===== src/rtl/door_lock_pkg.sv =====
// door_lock_pkg
// Shared definitions for the door lock front-end arbiter: key codes that
// terminate a keypad sequence, the arbiter FSM state type and the owner
// encodings reported on the owner port.
// Optional feature macro: DOOR_AUTO_CLOSE_EN adds the CLOSE state.
package door_lock_pkg;

  localparam logic [3:0] KEY_OPEN = 4'd10;
  localparam logic [3:0] KEY_SET  = 4'd11;

  localparam logic [1:0] OWNER_NONE = 2'b00;
  localparam logic [1:0] OWNER_A    = 2'b01;
  localparam logic [1:0] OWNER_B    = 2'b10;

  typedef enum logic [2:0] {
    IDLE,
    OWN_A,
    OWN_B,
    CHECK
`ifdef DOOR_AUTO_CLOSE_EN
    , CLOSE
`endif
  } arb_state_t;

  // Anything that is not a terminator is treated as a digit by the core.
  function automatic logic is_digit(input logic [3:0] key);
    return (key != KEY_OPEN) && (key != KEY_SET);
  endfunction

endpackage


===== src/rtl/door_lock_arbiter_timer.sv =====
// lock_timer
// Loadable down-counter that stops at zero and flags it. Used by the
// arbiter for the session timeout, the lockout period and the auto-close
// delay.
// Ports:
//   clk        rising-edge clock
//   rst_n      asynchronous active-low reset (count returns to RESET_VAL)
//   load_i     load load_val_i this cycle (wins over counting)
//   load_val_i value to load
//   en_i       decrement this cycle if the count is not already zero
//   zero_o     count is zero
module lock_timer #(
  parameter int             W         = 4,
  parameter logic [W-1:0]   RESET_VAL = '0
) (
  input  logic         clk,
  input  logic         rst_n,
  input  logic         load_i,
  input  logic [W-1:0] load_val_i,
  input  logic         en_i,
  output logic         zero_o
);

  logic [W-1:0] count_q, count_d;

  // Load has priority; otherwise count down and park at zero.
  always_comb begin
    count_d = count_q;
    if (load_i) begin
      count_d = load_val_i;
    end else if (en_i && (count_q != '0)) begin
      count_d = count_q - 1'b1;
    end
  end

  always_ff @(posedge clk or negedge rst_n) begin
    if (!rst_n) begin
      count_q <= RESET_VAL;
    end else begin
      count_q <= count_d;
    end
  end

  assign zero_o = (count_q == '0);

endmodule


===== src/rtl/door_lock_arbiter.sv =====
// door_lock_arbiter
// Shares the door lock core's single key port between an outside keypad (A)
// and an inside keypad (B). A keypad owns the port from its first digit until
// it terminates the sequence or goes quiet for SESS_TO cycles. Open attempts
// are judged two cycles after the OPEN key by watching door_open; MAX_FAIL
// failures lock the outside keypad out for LOCK_CYC cycles. The inside
// keypad is never locked out and a successful open from it lifts a lockout.
// Optional feature macro: DOOR_AUTO_CLOSE_EN -- closes a door left open in
// IDLE for AUTO_CYC cycles by injecting an OPEN/close key.
// Ports:
//   clk, reset          clock, asynchronous active-low reset
//   a_valid/a_key/a_ready   outside keypad handshake
//   b_valid/b_key/b_ready   inside keypad handshake
//   lk_valid/lk_key         key strobe towards the core
//   door_open               door state from the core
//   lockout, fail_cnt, owner  status
module door_lock_arbiter
  import door_lock_pkg::*;
#(
  parameter int MAX_FAIL = 3,
  parameter int LOCK_CYC = 1000,
  parameter int SESS_TO  = 200
`ifdef DOOR_AUTO_CLOSE_EN
  , parameter int AUTO_CYC = 500
`endif
) (
  input  logic       clk,
  input  logic       reset,
  input  logic       a_valid,
  input  logic [3:0] a_key,
  output logic       a_ready,
  input  logic       b_valid,
  input  logic [3:0] b_key,
  output logic       b_ready,
  output logic       lk_valid,
  output logic [3:0] lk_key,
  input  logic       door_open,
  output logic       lockout,
  output logic [2:0] fail_cnt,
  output logic [1:0] owner
);

  localparam int         SESS_W   = $clog2(SESS_TO);
  localparam int         LOCK_W   = $clog2(LOCK_CYC);
  localparam logic [2:0] FAIL_MAX = 3'(MAX_FAIL);

  arb_state_t state_q, state_d;
  logic [1:0] owner_q, owner_d;
  logic       lk_valid_q, lk_valid_d;
  logic [3:0] lk_key_q, lk_key_d;
  logic       lockout_q, lockout_d;
  logic [2:0] fail_q, fail_d;
  logic       pre_q, pre_d;
  logic       req_b_q, req_b_d;
  logic       chk_q, chk_d;

  logic       a_xfer, b_xfer, xfer;
  logic [3:0] key_in;
  logic       sess_load, sess_zero;
  logic       lock_load, lock_zero;
  logic       idle_hold;

  lock_timer #(.W(SESS_W)) u_sess_timer (
    .clk        (clk),
    .rst_n      (reset),
    .load_i     (sess_load),
    .load_val_i (SESS_W'(SESS_TO - 1)),
    .en_i       (1'b1),
    .zero_o     (sess_zero)
  );

  lock_timer #(.W(LOCK_W)) u_lock_timer (
    .clk        (clk),
    .rst_n      (reset),
    .load_i     (lock_load),
    .load_val_i (LOCK_W'(LOCK_CYC - 1)),
    .en_i       (1'b1),
    .zero_o     (lock_zero)
  );

`ifdef DOOR_AUTO_CLOSE_EN
  localparam int AUTO_W = $clog2(AUTO_CYC);
  logic auto_armed, auto_zero, auto_fire;

  // The delay counter only runs while idle with the door open; any other
  // cycle reloads it, so leaving IDLE or closing the door restarts it.
  assign auto_armed = (state_q == IDLE) && door_open;

  lock_timer #(.W(AUTO_W), .RESET_VAL(AUTO_W'(AUTO_CYC - 1))) u_auto_timer (
    .clk        (clk),
    .rst_n      (reset),
    .load_i     (!auto_armed),
    .load_val_i (AUTO_W'(AUTO_CYC - 1)),
    .en_i       (auto_armed),
    .zero_o     (auto_zero)
  );

  assign auto_fire = auto_armed && auto_zero;
  assign idle_hold = auto_fire;
`else
  assign idle_hold = 1'b0;
`endif

  // Readies are combinational so B can pre-empt A in the very cycle both
  // request an idle port. A only loses when both strobes are present.
  always_comb begin
    a_ready = 1'b0;
    b_ready = 1'b0;
    case (state_q)
      IDLE: begin
        b_ready = !idle_hold;
        a_ready = !idle_hold && !lockout_q && !(a_valid && b_valid);
      end
      OWN_A:   a_ready = 1'b1;
      OWN_B:   b_ready = 1'b1;
      default: ;
    endcase
  end

  assign a_xfer = a_valid && a_ready;
  assign b_xfer = b_valid && b_ready;
  assign xfer   = a_xfer || b_xfer;
  assign key_in = b_xfer ? b_key : a_key;

  // Next-state logic. Lockout expiry is applied first so an attempt judged
  // in the same cycle still sees a consistent count.
  always_comb begin
    state_d    = state_q;
    lk_valid_d = 1'b0;
    lk_key_d   = lk_key_q;
    lockout_d  = lockout_q;
    fail_d     = fail_q;
    pre_d      = pre_q;
    req_b_d    = req_b_q;
    chk_d      = chk_q;
    sess_load  = 1'b0;
    lock_load  = 1'b0;

    if (xfer) begin
      lk_valid_d = 1'b1;
      lk_key_d   = key_in;
    end

    if (lockout_q && lock_zero) begin
      lockout_d = 1'b0;
      fail_d    = 3'd0;
    end

    case (state_q)
      IDLE, OWN_A, OWN_B: begin
        if (xfer) begin
          if (key_in == KEY_OPEN) begin
            state_d = CHECK;
            pre_d   = door_open;
            req_b_d = b_xfer;
            chk_d   = 1'b0;
          end else if (is_digit(key_in)) begin
            sess_load = 1'b1;
            if (state_q == IDLE) begin
              state_d = b_xfer ? OWN_B : OWN_A;
            end
          end else if (state_q != IDLE) begin
            state_d = IDLE;
          end
        end else if ((state_q != IDLE) && sess_zero) begin
          state_d = IDLE;
        end
      end

      // Second CHECK cycle: door_open now reflects the core's verdict.
      CHECK: begin
        chk_d = 1'b1;
        if (chk_q) begin
          state_d = IDLE;
          chk_d   = 1'b0;
          if (!pre_q) begin
            if (door_open) begin
              fail_d = 3'd0;
              if (req_b_q) begin
                lockout_d = 1'b0;
              end
            end else if (fail_q < FAIL_MAX) begin
              fail_d = fail_q + 3'd1;
              if ((fail_q + 3'd1) == FAIL_MAX) begin
                lockout_d = 1'b1;
                lock_load = 1'b1;
              end
            end
          end
        end
      end

`ifdef DOOR_AUTO_CLOSE_EN
      // Inject the close key and judge it like a door-close request.
      CLOSE: begin
        lk_valid_d = 1'b1;
        lk_key_d   = KEY_OPEN;
        state_d    = CHECK;
        pre_d      = 1'b1;
        req_b_d    = 1'b0;
        chk_d      = 1'b0;
      end
`endif

      default: state_d = IDLE;
    endcase

`ifdef DOOR_AUTO_CLOSE_EN
    if (auto_fire) begin
      state_d = CLOSE;
    end
`endif

    case (state_d)
      OWN_A:   owner_d = OWNER_A;
      OWN_B:   owner_d = OWNER_B;
      default: owner_d = OWNER_NONE;
    endcase
  end

  // All FSM state and registered outputs.
  always_ff @(posedge clk or negedge reset) begin
    if (!reset) begin
      state_q    <= IDLE;
      owner_q    <= OWNER_NONE;
      lk_valid_q <= 1'b0;
      lk_key_q   <= 4'd0;
      lockout_q  <= 1'b0;
      fail_q     <= 3'd0;
      pre_q      <= 1'b0;
      req_b_q    <= 1'b0;
      chk_q      <= 1'b0;
    end else begin
      state_q    <= state_d;
      owner_q    <= owner_d;
      lk_valid_q <= lk_valid_d;
      lk_key_q   <= lk_key_d;
      lockout_q  <= lockout_d;
      fail_q     <= fail_d;
      pre_q      <= pre_d;
      req_b_q    <= req_b_d;
      chk_q      <= chk_d;
    end
  end

  assign lk_valid = lk_valid_q;
  assign lk_key   = lk_key_q;
  assign lockout  = lockout_q;
  assign fail_cnt = fail_q;
  assign owner    = owner_q;

endmodule


===== config.mk =====
export PLATFORM = sky130hd
export DESIGN_NAME = door_lock_arbiter
export DESIGN_NICKNAME = d
export VERILOG_FILES = /design/src/rtl/door_lock_pkg.sv /design/src/rtl/door_lock_arbiter_timer.sv /design/src/rtl/door_lock_arbiter.sv
export SDC_FILE = /design/constraint.sdc
export NUM_CORES = 1
export LEC_CHECK = 0
export CORE_MARGIN = 3
export CORE_UTILIZATION = 48
export CTS_BUF_LIST = sky130_fd_sc_hd__clkbuf_16
export DETAILED_ROUTE_END_ITERATION = 6
export HOLD_SLACK_MARGIN = 0.15
export PLACE_DENSITY_LB_ADDON = 0.1
export SLEW_MARGIN = 20
export SYNTH_ARGS = -nofsm -noshare
export SYNTH_HDL_FRONTEND = slang
export SYNTH_SLANG_ARGS = --single-unit

===== constraint.sdc =====
create_clock -name clk -period 2.03 [get_ports clk]
set_input_delay 0.609 -clock clk [delete_from_list [all_inputs] [get_ports clk]]
set_output_delay 0.609 -clock clk [all_outputs]
set_load 0.02 [all_outputs]

==> qor.yml, run 1 <==
p_seq_share_pct: 44.0
wire_per_inst_um: 14.6
row_count: 21
period_needed_ps: 1980
power_frac_comb_pct: 21.6
timing.fmax_ghz: 0.505
ys.flop_type: "dfrtp_1"
vias: 1557
slowest_delay_ps: 420
ant_nets: 0
hold_buffers: 0
critPathLaunchType: "primary input"
die_h_um: 66.9
grt_use_total_pct: 21.3
min_path_type: "reg -> reg"
netlist_instances: 183
wirelength_um: 4130
hpwl_um: 2910
hold_ws_ps: 506
port_buffers: 25
first_iter_violations: 97
crit_fanout: 4
initial_core_util_pct: 51.4
antenna_cells: 0
ir_drop_uv: 471
path_class: "in -> reg"
cts_tree: "built"
h-tree-depth: 2
fp.dieW_um: 66.9
cp-end-kind: "flop"
power_density_nw_per_um2: 832
grt_first_pass_wirelength_um: 7060
whs_path_depth: 1
root_buffer: "clkbuf_16"
clkSinkCount: 35
r2r_cells: 5
yosysSeqAreaShare_pct: 49.1
clockBufferDepth: 2
layout-drive-gt1-share_pct: 18.2
synth_most_common_cell: "dfrtp_1"
final_nets: 252
path_cells: "clkdlybuf4s50_1 > nor2b_2 > a2111oi_4 > and3_4 > mux2_2"
fp.coreArea_um2: 3470
clock_skew_ps: 2.88
finalNonFillerCells: 282
synth_nets: 200
overflow: 0
fillers: 262
drc: 0
synth_seq_cells: 35
ys_types: 43
grt_max_degree: 36
drv_slew: 0
avgViaCountPerCell: 5.52
ff_latch_area_um2: 876
synth.avg_cell_area_um2: 9.74
gp_congestion: 0.852
p_clk_share_pct: 34.4
power.share.switching_pct: 28.0
yosysTopAreaCellShare_pct: 49.1
cpMaxStageDelayCell: "clkdlybuf4s50_1"
cts_buffers: 5
cp.required_ps: 2190
power_switching_mw: 0.568
clkTransAtPathRegs_ps: 50
crit_arrival_ps: 2130
synth-async-reset-ratio_pct: 100
top_level_ports: 26
syn_area_um2: 1780
design_power_total_mw: 2.03
p_int_mw: 1.46
status: "finished clean"
dpl.cell_count: 270
multi_input_area_um2: 900
first_pass_iters: 4
drv_cap: 0
antenna_found_initial: 0
synth_edf_count: 0
p_leak_nw: 1.05
die-area_um2: 4480
grt_pass1_vias: 1639
synth_commonest_cells: "dfrtp_1, nor2_1, nand2_1"
synthToLayoutAreaGrowth_pct: 37.1
yosys-top-cells-area: "dfrtp_1, nor2_1, nand2_1"
yosys_warnings: 0
yosysTopAreaCell: "dfrtp_1"
final_hold_viol_count: 0
finalCritPeriodShare_pct: 97.5
clock_latency_ps: 270
setup_viol: 0
cells by family after synthesis:
kind of cell,synth area share [%]
other,0.210
flip-flops,49.1
XOR/XNOR,3.93
AND/OR/NAND/NOR,25.2
adder cells (fa/ha/maj),2.81
AO/OA/AOI/OAI,11.4
buffers and inverters,3.23
multiplexers,4.07
stage by stage:
stage	cell area (um2)	util (%)	setup TNS (ps)	worst slack (ps)
3_3_place_gp	2220	64.1	-4330	-474
3_5_place_dp	2220	64.1	-5510	-527
4_1_cts	2420	69.7	0	38.6
5_1_grt	2440	70.5	-63.7	-35.4
2_1_floorplan	1790	-	-14.8	-7.48
6_report	2440	70.5	0	51.6
worst max-delay path: cells and delay by family:
kind | cells | cell delay (ps)
AOI/OAI and AO/OA | 1 | 350
muxes | 1 | 330
and+or+nand+nor | 2 | 430
buffers and inverters | 1 | 420
cell type report:
type | count | area share, %
multi-input combinational | 135 | 36.8
sequential | 35 | 35.8
tap | 46 | 2.36
clock inverter | 3 | 0.512
inverter | 8 | 1.23
clock buffer | 5 | 5.12
timing repair buffer | 50 | 18.1
registers in the layout, summed over array words and instances, names as in the netlist:
register              flops
chk_q                     1
lk_key                    4
owner                     2
req_b_q                   1
lk_valid                  1
u_lock_timer.count_q     10
lockout                   1
u_sess_timer.count_q      8
fail_cnt                  3
pre_q                     1
state_q                   3
path summary, 6_finish.rpt:
kind                                 start                      end  slack [ps]
worst max-delay path              a_key[0]                    pre_q          50
worst min-delay path                 pre_q                    pre_q         510
worst max register to register  state_q[0]                    pre_q         100
worst min register to register       pre_q                    pre_q         510
max in group asynchronous            reset  u_lock_timer.count_q[6]         970
min in group asynchronous            reset              fail_cnt[1]         750
timing repair:
| action | 4_1_cts | 5_1_grt |
|---|---|---|
| hold endpoints to repair | 0 | 0 |
| setup buffers | 3 | 1 |
| gates resized for setup | 11 | 5 |
| pin swaps | 2 | 2 |
| setup endpoints to repair | 12 | 2 |
layout by cell type (no fill, tap or decap), drive strengths merged, types with 4 or more instances in the layout:
master / synthesis / layout
a21oi: 11 / 11
buf: 3 / 25
clkbuf: 2 / 5
clkdlybuf4s50: 0 / 20
dfrtp: 35 / 35
ha: 4 / 4
inv: 8 / 10
mux2i: 5 / 5
nand2: 19 / 19
nand2b: 5 / 5
nand3: 8 / 8
nand3b: 4 / 4
nor2: 22 / 22
nor3: 8 / 8
nor3b: 4 / 4
o211ai: 6 / 6
xor2: 5 / 5
layer usage:
| layer | GRT usage [%] | vias to the layer above | part of all wire (%) |
|---|---|---|---|
| li1 | - | 744 | - |
| met1 | 24.1 | 759 | 43 |
| met2 | 37.0 | 45 | 50 |
| met3 | 5.56 | 9 | 5.1 |
| met4 | 9.87 | 0 | 1.9 |
| met5 | 0 | - | 0 |
power groups by stage:
stage	Combinational (mW)	Sequential, mW	Clock [mW]
after floorplan	0.205	0.917	0
after global placement	0.399	0.894	0
after detailed placement	0.416	0.899	0
after CTS	0.431	0.890	0.716
after global routing	0.487	0.913	0.752
final	0.439	0.894	0.700
Note: power is estimated with default switching activity, not from simulation.
==> inputs of run 2 (changes only) <==
--- a/config.mk
+++ b/config.mk
@@ -11,6 +11,7 @@
 export DETAILED_ROUTE_END_ITERATION = 6
 export HOLD_SLACK_MARGIN = 0.15
 export PLACE_DENSITY_LB_ADDON = 0.1
+export SKIP_CTS_REPAIR_TIMING = 1
 export SLEW_MARGIN = 20
 export SYNTH_ARGS = -nofsm -noshare
 export SYNTH_HDL_FRONTEND = slang
==> qor.yml, run 2 (synthesis gave the netlist of run 1 again) <==
cp.required_ps: 2190  # about the same
fp.dieW_um: 66.9  # unchanged
clkTransAtPathRegs_ps: 50  # about the same
clockBufferDepth: 2  # unchanged
ir_drop_uv: 459  # was 471 uV
drv_cap: 0  # unchanged
cts_buffers: 5  # unchanged
min_path_type: "reg -> reg"  # unchanged
drv_slew: 0  # unchanged
first_pass_iters: 4  # unchanged
grt_first_pass_wirelength_um: 6790  # was 7060 um
final_cell_mix: "dfrtp_1, buf_4, nor2_1"  # unchanged
gp_congestion: 0.852  # unchanged
grt_use_total_pct: 20.4  # was 21.3%
initial_core_util_pct: 51.4  # unchanged
h-tree-depth: 2  # unchanged
fp.coreArea_um2: 3470  # unchanged
antenna_cells: 0  # unchanged
slowest_delay_ps: 420  # about the same
drc: 0  # unchanged
timing.fmax_ghz: 0.513  # was 0.505 GHz
top_register: "u_lock_timer.count_q"  # unchanged
row_count: 21  # unchanged
dpl.cell_count: 270  # unchanged
clock_latency_ps: 270  # about the same
setup_viol: 0  # unchanged
root_buffer: "clkbuf_16"  # unchanged
top_level_ports: 26  # unchanged
path_cells: "clkdlybuf4s50_1 > nand3b_1 > mux2i_2 > and3_4 > mux2_2"  # was clkdlybuf4s50_1 > nor2b_2 > a2111oi_4 > and3_4 > mux2_2
design_power_total_mw: 2.03  # about the same
overflow: 0  # unchanged
die_h_um: 66.9  # unchanged
first_iter_violations: 76  # was 97
p_leak_nw: 1.09  # was 1.05 nW
crit_fanout: 4  # unchanged
finalNonFillerCells: 281  # was 282
layout-drive-gt1-share_pct: 17.4  # was 18.2%
synthToLayoutAreaGrowth_pct: 36.8  # was 37.1%
finalCritPeriodShare_pct: 96.0  # was 97.5%
hpwl_um: 2910  # unchanged
power_density_nw_per_um2: 833  # was 832 nW/um2
cts_tree: "built"  # unchanged
clock_skew_ps: 1.67  # was 2.88 ps
wire_per_inst_um: 14.8  # was 14.6 um
vias: 1567  # was 1,557
avgViaCountPerCell: 5.58  # was 5.52
grt_pass1_vias: 1590  # was 1,639
antenna_found_initial: 0  # unchanged
path_class: "in -> reg"  # unchanged
clkSinkCount: 35  # unchanged
die-area_um2: 4480  # unchanged
grt_max_degree: 36  # unchanged
ant_nets: 0  # unchanged
final_nets: 251  # was 252
port_buffers: 25  # unchanged
wirelength_um: 4170  # was 4130 um
crit_arrival_ps: 2100  # was 2130 ps
cp-end-kind: "flop"  # unchanged
largest_register_ffs: 10  # unchanged
cpMaxStageDelayCell: "clkdlybuf4s50_1"  # unchanged
critPathLaunchType: "primary input"  # unchanged
status: "finished clean"  # unchanged
final_common_cell: "dfrtp_1"  # unchanged
final_hold_viol_count: 0  # unchanged
period_needed_ps: 1950  # was 1980 ps
==> run 2: layout make-up <==
type	instances	area, um2
clock inverter	3	12.5
fill	269	1030
sequential	35	876
clock buffer	5	125
multi-input combinational	135	891
timing repair buffer	49	447
tap	46	57.6
inverter	8	30.0
==> run 2: power by group <==
group	total, mW	internal, mW	switching, mW
Clock	0.700	0.442	0.258
Combinational	0.437	0.222	0.215
Sequential	0.895	0.798	0.0970
Total	2.03	1.46	0.571
==> run 2: through the flow <==
stage	area (um2)	util, %	setup TNS [ps]	worst slack, ps	hold WS [ps]
2_1_floorplan	1790	-	-14.8	-7.48	313
3_3_place_gp	2220	64.1	-4330	-474	491
3_5_place_dp	2220	64.1	-5510	-527	498
4_1_cts	2360	68.1	-1320	-485	510
5_1_grt	2440	70.3	-64.2	-35.8	550
6_report	2440	70.3	0	81.5	506
==> run 2: metal layers <==
| metal | part of all wire (%) | GRT usage, % |
|---|---|---|
| met2 | 50 | 36.1 |
| met3 | 5.2 | 5.06 |
| met1 | 42 | 23.6 |
| met5 | 0 | 0 |
| met4 | 1.9 | 7.09 |
==> run 2: worst paths after layout <==
check                      slack (ps)  startpoint                 endpoint  cells past startpoint
max in group asynchronous         970       reset  u_lock_timer.count_q[6]                      2
max                                80    b_key[2]                    pre_q                      5
max reg2reg                       110  state_q[0]                    pre_q                      5
min in group asynchronous         750       reset              fail_cnt[1]                      2
min reg2reg                       510       pre_q                    pre_q                      1
min                               510       pre_q                    pre_q                      1
==> run 2: worst max-delay path: cells and delay by family <==
family / cells / cell delay [ps]
multiplexers: 2 / 590
AND/OR/NAND/NOR: 2 / 480
buffers and inverters: 1 / 420
==> inputs of run 3 (changes only) <==
--- a/config.mk
+++ b/config.mk
@@ -6,7 +6,7 @@
 export NUM_CORES = 1
 export LEC_CHECK = 0
 export CORE_MARGIN = 3
-export CORE_UTILIZATION = 48
+export CORE_UTILIZATION = 53
 export CTS_BUF_LIST = sky130_fd_sc_hd__clkbuf_16
 export DETAILED_ROUTE_END_ITERATION = 6
 export HOLD_SLACK_MARGIN = 0.15
==> constraint.sdc (replaced) <==
create_clock -name clk -period 1.8 [get_ports clk]
set_input_delay 0.54 -clock clk [delete_from_list [all_inputs] [get_ports clk]]
set_output_delay 0.54 -clock clk [all_outputs]
set_load 0.02 [all_outputs]
==> qor.yml, run 3 (synthesis gave the netlist of run 1 again) <==
whs_path_depth: 1  # unchanged
antenna_found_initial: 0  # unchanged
wire_per_inst_um: 18.9  # was 14.8 um
clockBufferDepth: 2  # unchanged
clkTransAtPathRegs_ps: 60  # was 50 ps
final_nets: 261  # was 251
violations: "setup timing"
clock_skew_ps: 5.69  # was 1.67 ps
power_density_nw_per_um2: 1010  # was 833 nW/um2
final_area_um2: 2710  # was 2440 um2
final_common_cell: "dfrtp_1"  # unchanged
clkSinkCount: 35  # unchanged
top_register: "u_lock_timer.count_q"  # unchanged
p_clk_share_pct: 41.5  # was 34.5%
r2r_cells: 6  # was 5
grt_use_total_pct: 23.5  # was 20.4%
drc: 0  # unchanged
finalCritPeriodShare_pct: 114
drv_slew: 0  # unchanged
fillers: 152  # was 269
gp_congestion: 0.804  # was 0.852
grt_max_degree: 36  # unchanged
power.share.switching_pct: 27.7  # was 28.1%
path_class: "reg -> reg"  # was in -> reg
layout-drive-gt1-share_pct: 29.0  # was 17.4%
power_switching_mw: 0.760  # was 0.571 mW
crit_arrival_ps: 2220  # was 2100 ps
antenna_cells: 0  # unchanged
min_path_type: "reg -> reg"  # unchanged
first_iter_violations: 124  # was 76
fp.dieW_um: 64  # was 66.9 um
largest_register_ffs: 10  # unchanged
ir_drop_uv: 841  # was 459 uV
hpwl_um: 3000  # was 2910 um
grt_first_pass_wirelength_um: 7420  # was 6790 um
root_buffer: "clkbuf_16"  # unchanged
ff_latch_area_um2: 878  # was 876 um2
drv_cap: 0  # unchanged
initial_core_util_pct: 57.0  # was 51.4%
dp_slack_ps: -671  # was -527 ps
cp-end-kind: "flop"  # unchanged
ant_nets: 0  # unchanged
worst_pin_slew_ps: 559
status: "finished with violations"  # was finished clean
die-area_um2: 4100  # was 4480 um2
vias: 1732  # was 1,567
h-tree-depth: 2  # unchanged
p_seq_share_pct: 37.8  # was 44.0%
wirelength_um: 5470  # was 4170 um
first_pass_iters: 4  # unchanged
cts_tree: "built"  # unchanged
setup_slack_ps: -255  # was 81.5 ps
timing.fmax_ghz: 0.487
port_buffers: 25  # unchanged
critPathLaunchType: "flop"  # was primary input
max-slew-margin-rel_pct: 62.7
final_cell_mix: "dfrtp_1, buf_4, nor2_1"  # unchanged
dpl.cell_count: 270  # unchanged
synthToLayoutAreaGrowth_pct: 52.1  # was 36.8%
overflow: 0  # unchanged
cts_buffers: 5  # unchanged
finalNonFillerCells: 289  # was 281
power_frac_comb_pct: 20.7  # was 21.5%
period_needed_ps: 2060
top_level_ports: 26  # unchanged
fp.coreArea_um2: 3130  # was 3470 um2
die_h_um: 64  # was 66.9 um
rsz0062_at_grt: "true"
multi_input_area_um2: 988  # was 891 um2
crit_fanout: 4  # unchanged
avgViaCountPerCell: 5.99  # was 5.58
p_leak_nw: 1.22  # was 1.09 nW
clock_latency_ps: 280  # was 270 ps
grt_pass1_vias: 1614  # was 1,590
cp.required_ps: 1970  # was 2190 ps
p_int_mw: 1.98  # was 1.46 mW
setup_viol: 22  # was 0
final_hold_viol_count: 0  # unchanged
dpl_cell_area_um2: 2280  # was 2220 um2
row_count: 20  # was 21
==> run 3: cell types whose count changed in the layout (fill, tap and decap cells not counted), sizes merged <==
cell           previous run  this run
clkinvlp                  0         1
clkdlybuf4s50            20        13
dlymetal6s2s              5        11
clkbuf                    5         6
inv                      10         8
bufinv                    0         2
buf                      24        34
clkinv                    1         0
==> run 3: worst paths after layout <==
check                            from           to  slack, ps
setup / recovery           state_q[2]        pre_q       -260
min in group asynchronous       reset  fail_cnt[0]        640
setup reg to reg           state_q[2]        pre_q       -260
max in group asynchronous       reset   state_q[2]        960
hold / removal                req_b_q      req_b_q        510
hold reg to reg               req_b_q      req_b_q        510
==> run 3: power by group through the flow <==
stage                     registers, mW  logic, mW  clock network [mW]
after global placement             1.02      0.465                   0
after detailed placement           1.03      0.481                   0
final                              1.03      0.567                1.14
after floorplan                    1.05      0.247                   0
after CTS                          1.02      0.493                1.13
after global routing               1.05      0.613                1.18
==> run 3: through the flow <==
| step | TNS (ps) | hold slack, ps | util, % | power [mW] |
|---|---|---|---|---|
| floorplan | -470 | 244 | - | 1.29 |
| global placement | -6970 | 482 | 72.8 | 1.49 |
| detailed placement | -8910 | 496 | 72.8 | 1.51 |
| CTS | -4340 | 513 | 79.0 | 2.64 |
| global route | -3100 | 546 | 86.7 | 2.85 |
| finish | -1480 | 514 | 86.7 | 2.74 |
==> run 3: worst max-delay path, stage by stage (launching register included) <==
cell and delay [ps]:
dfrtp_2 430, buf_6 130, nor3b_4 270, nor2b_2 100
a2111oi_4 410, and3_4 300, mux2_4 310
==> run 3: cell type report <==
cell class,instances,share of cell area [%]
multi-input cells,135,36.5
clock buffers,5,4.61
repair buffers,59,20.9
clock inverters,3,2.49
flip-flops and latches,35,32.4
inverters,8,1.11
well taps,44,2.03
==> run 3: metal layers <==
layer  global-route usage [%]  up-vias  wire, um  share of wire (%)
li1                         -      765         -                  -
met5                        0        -         0                  0
met2                     44.1       89      2950                 54
met4                     6.20        0       197                3.6
met3                     5.80       25       324                5.9
met1                     26.1      853      2000                 37
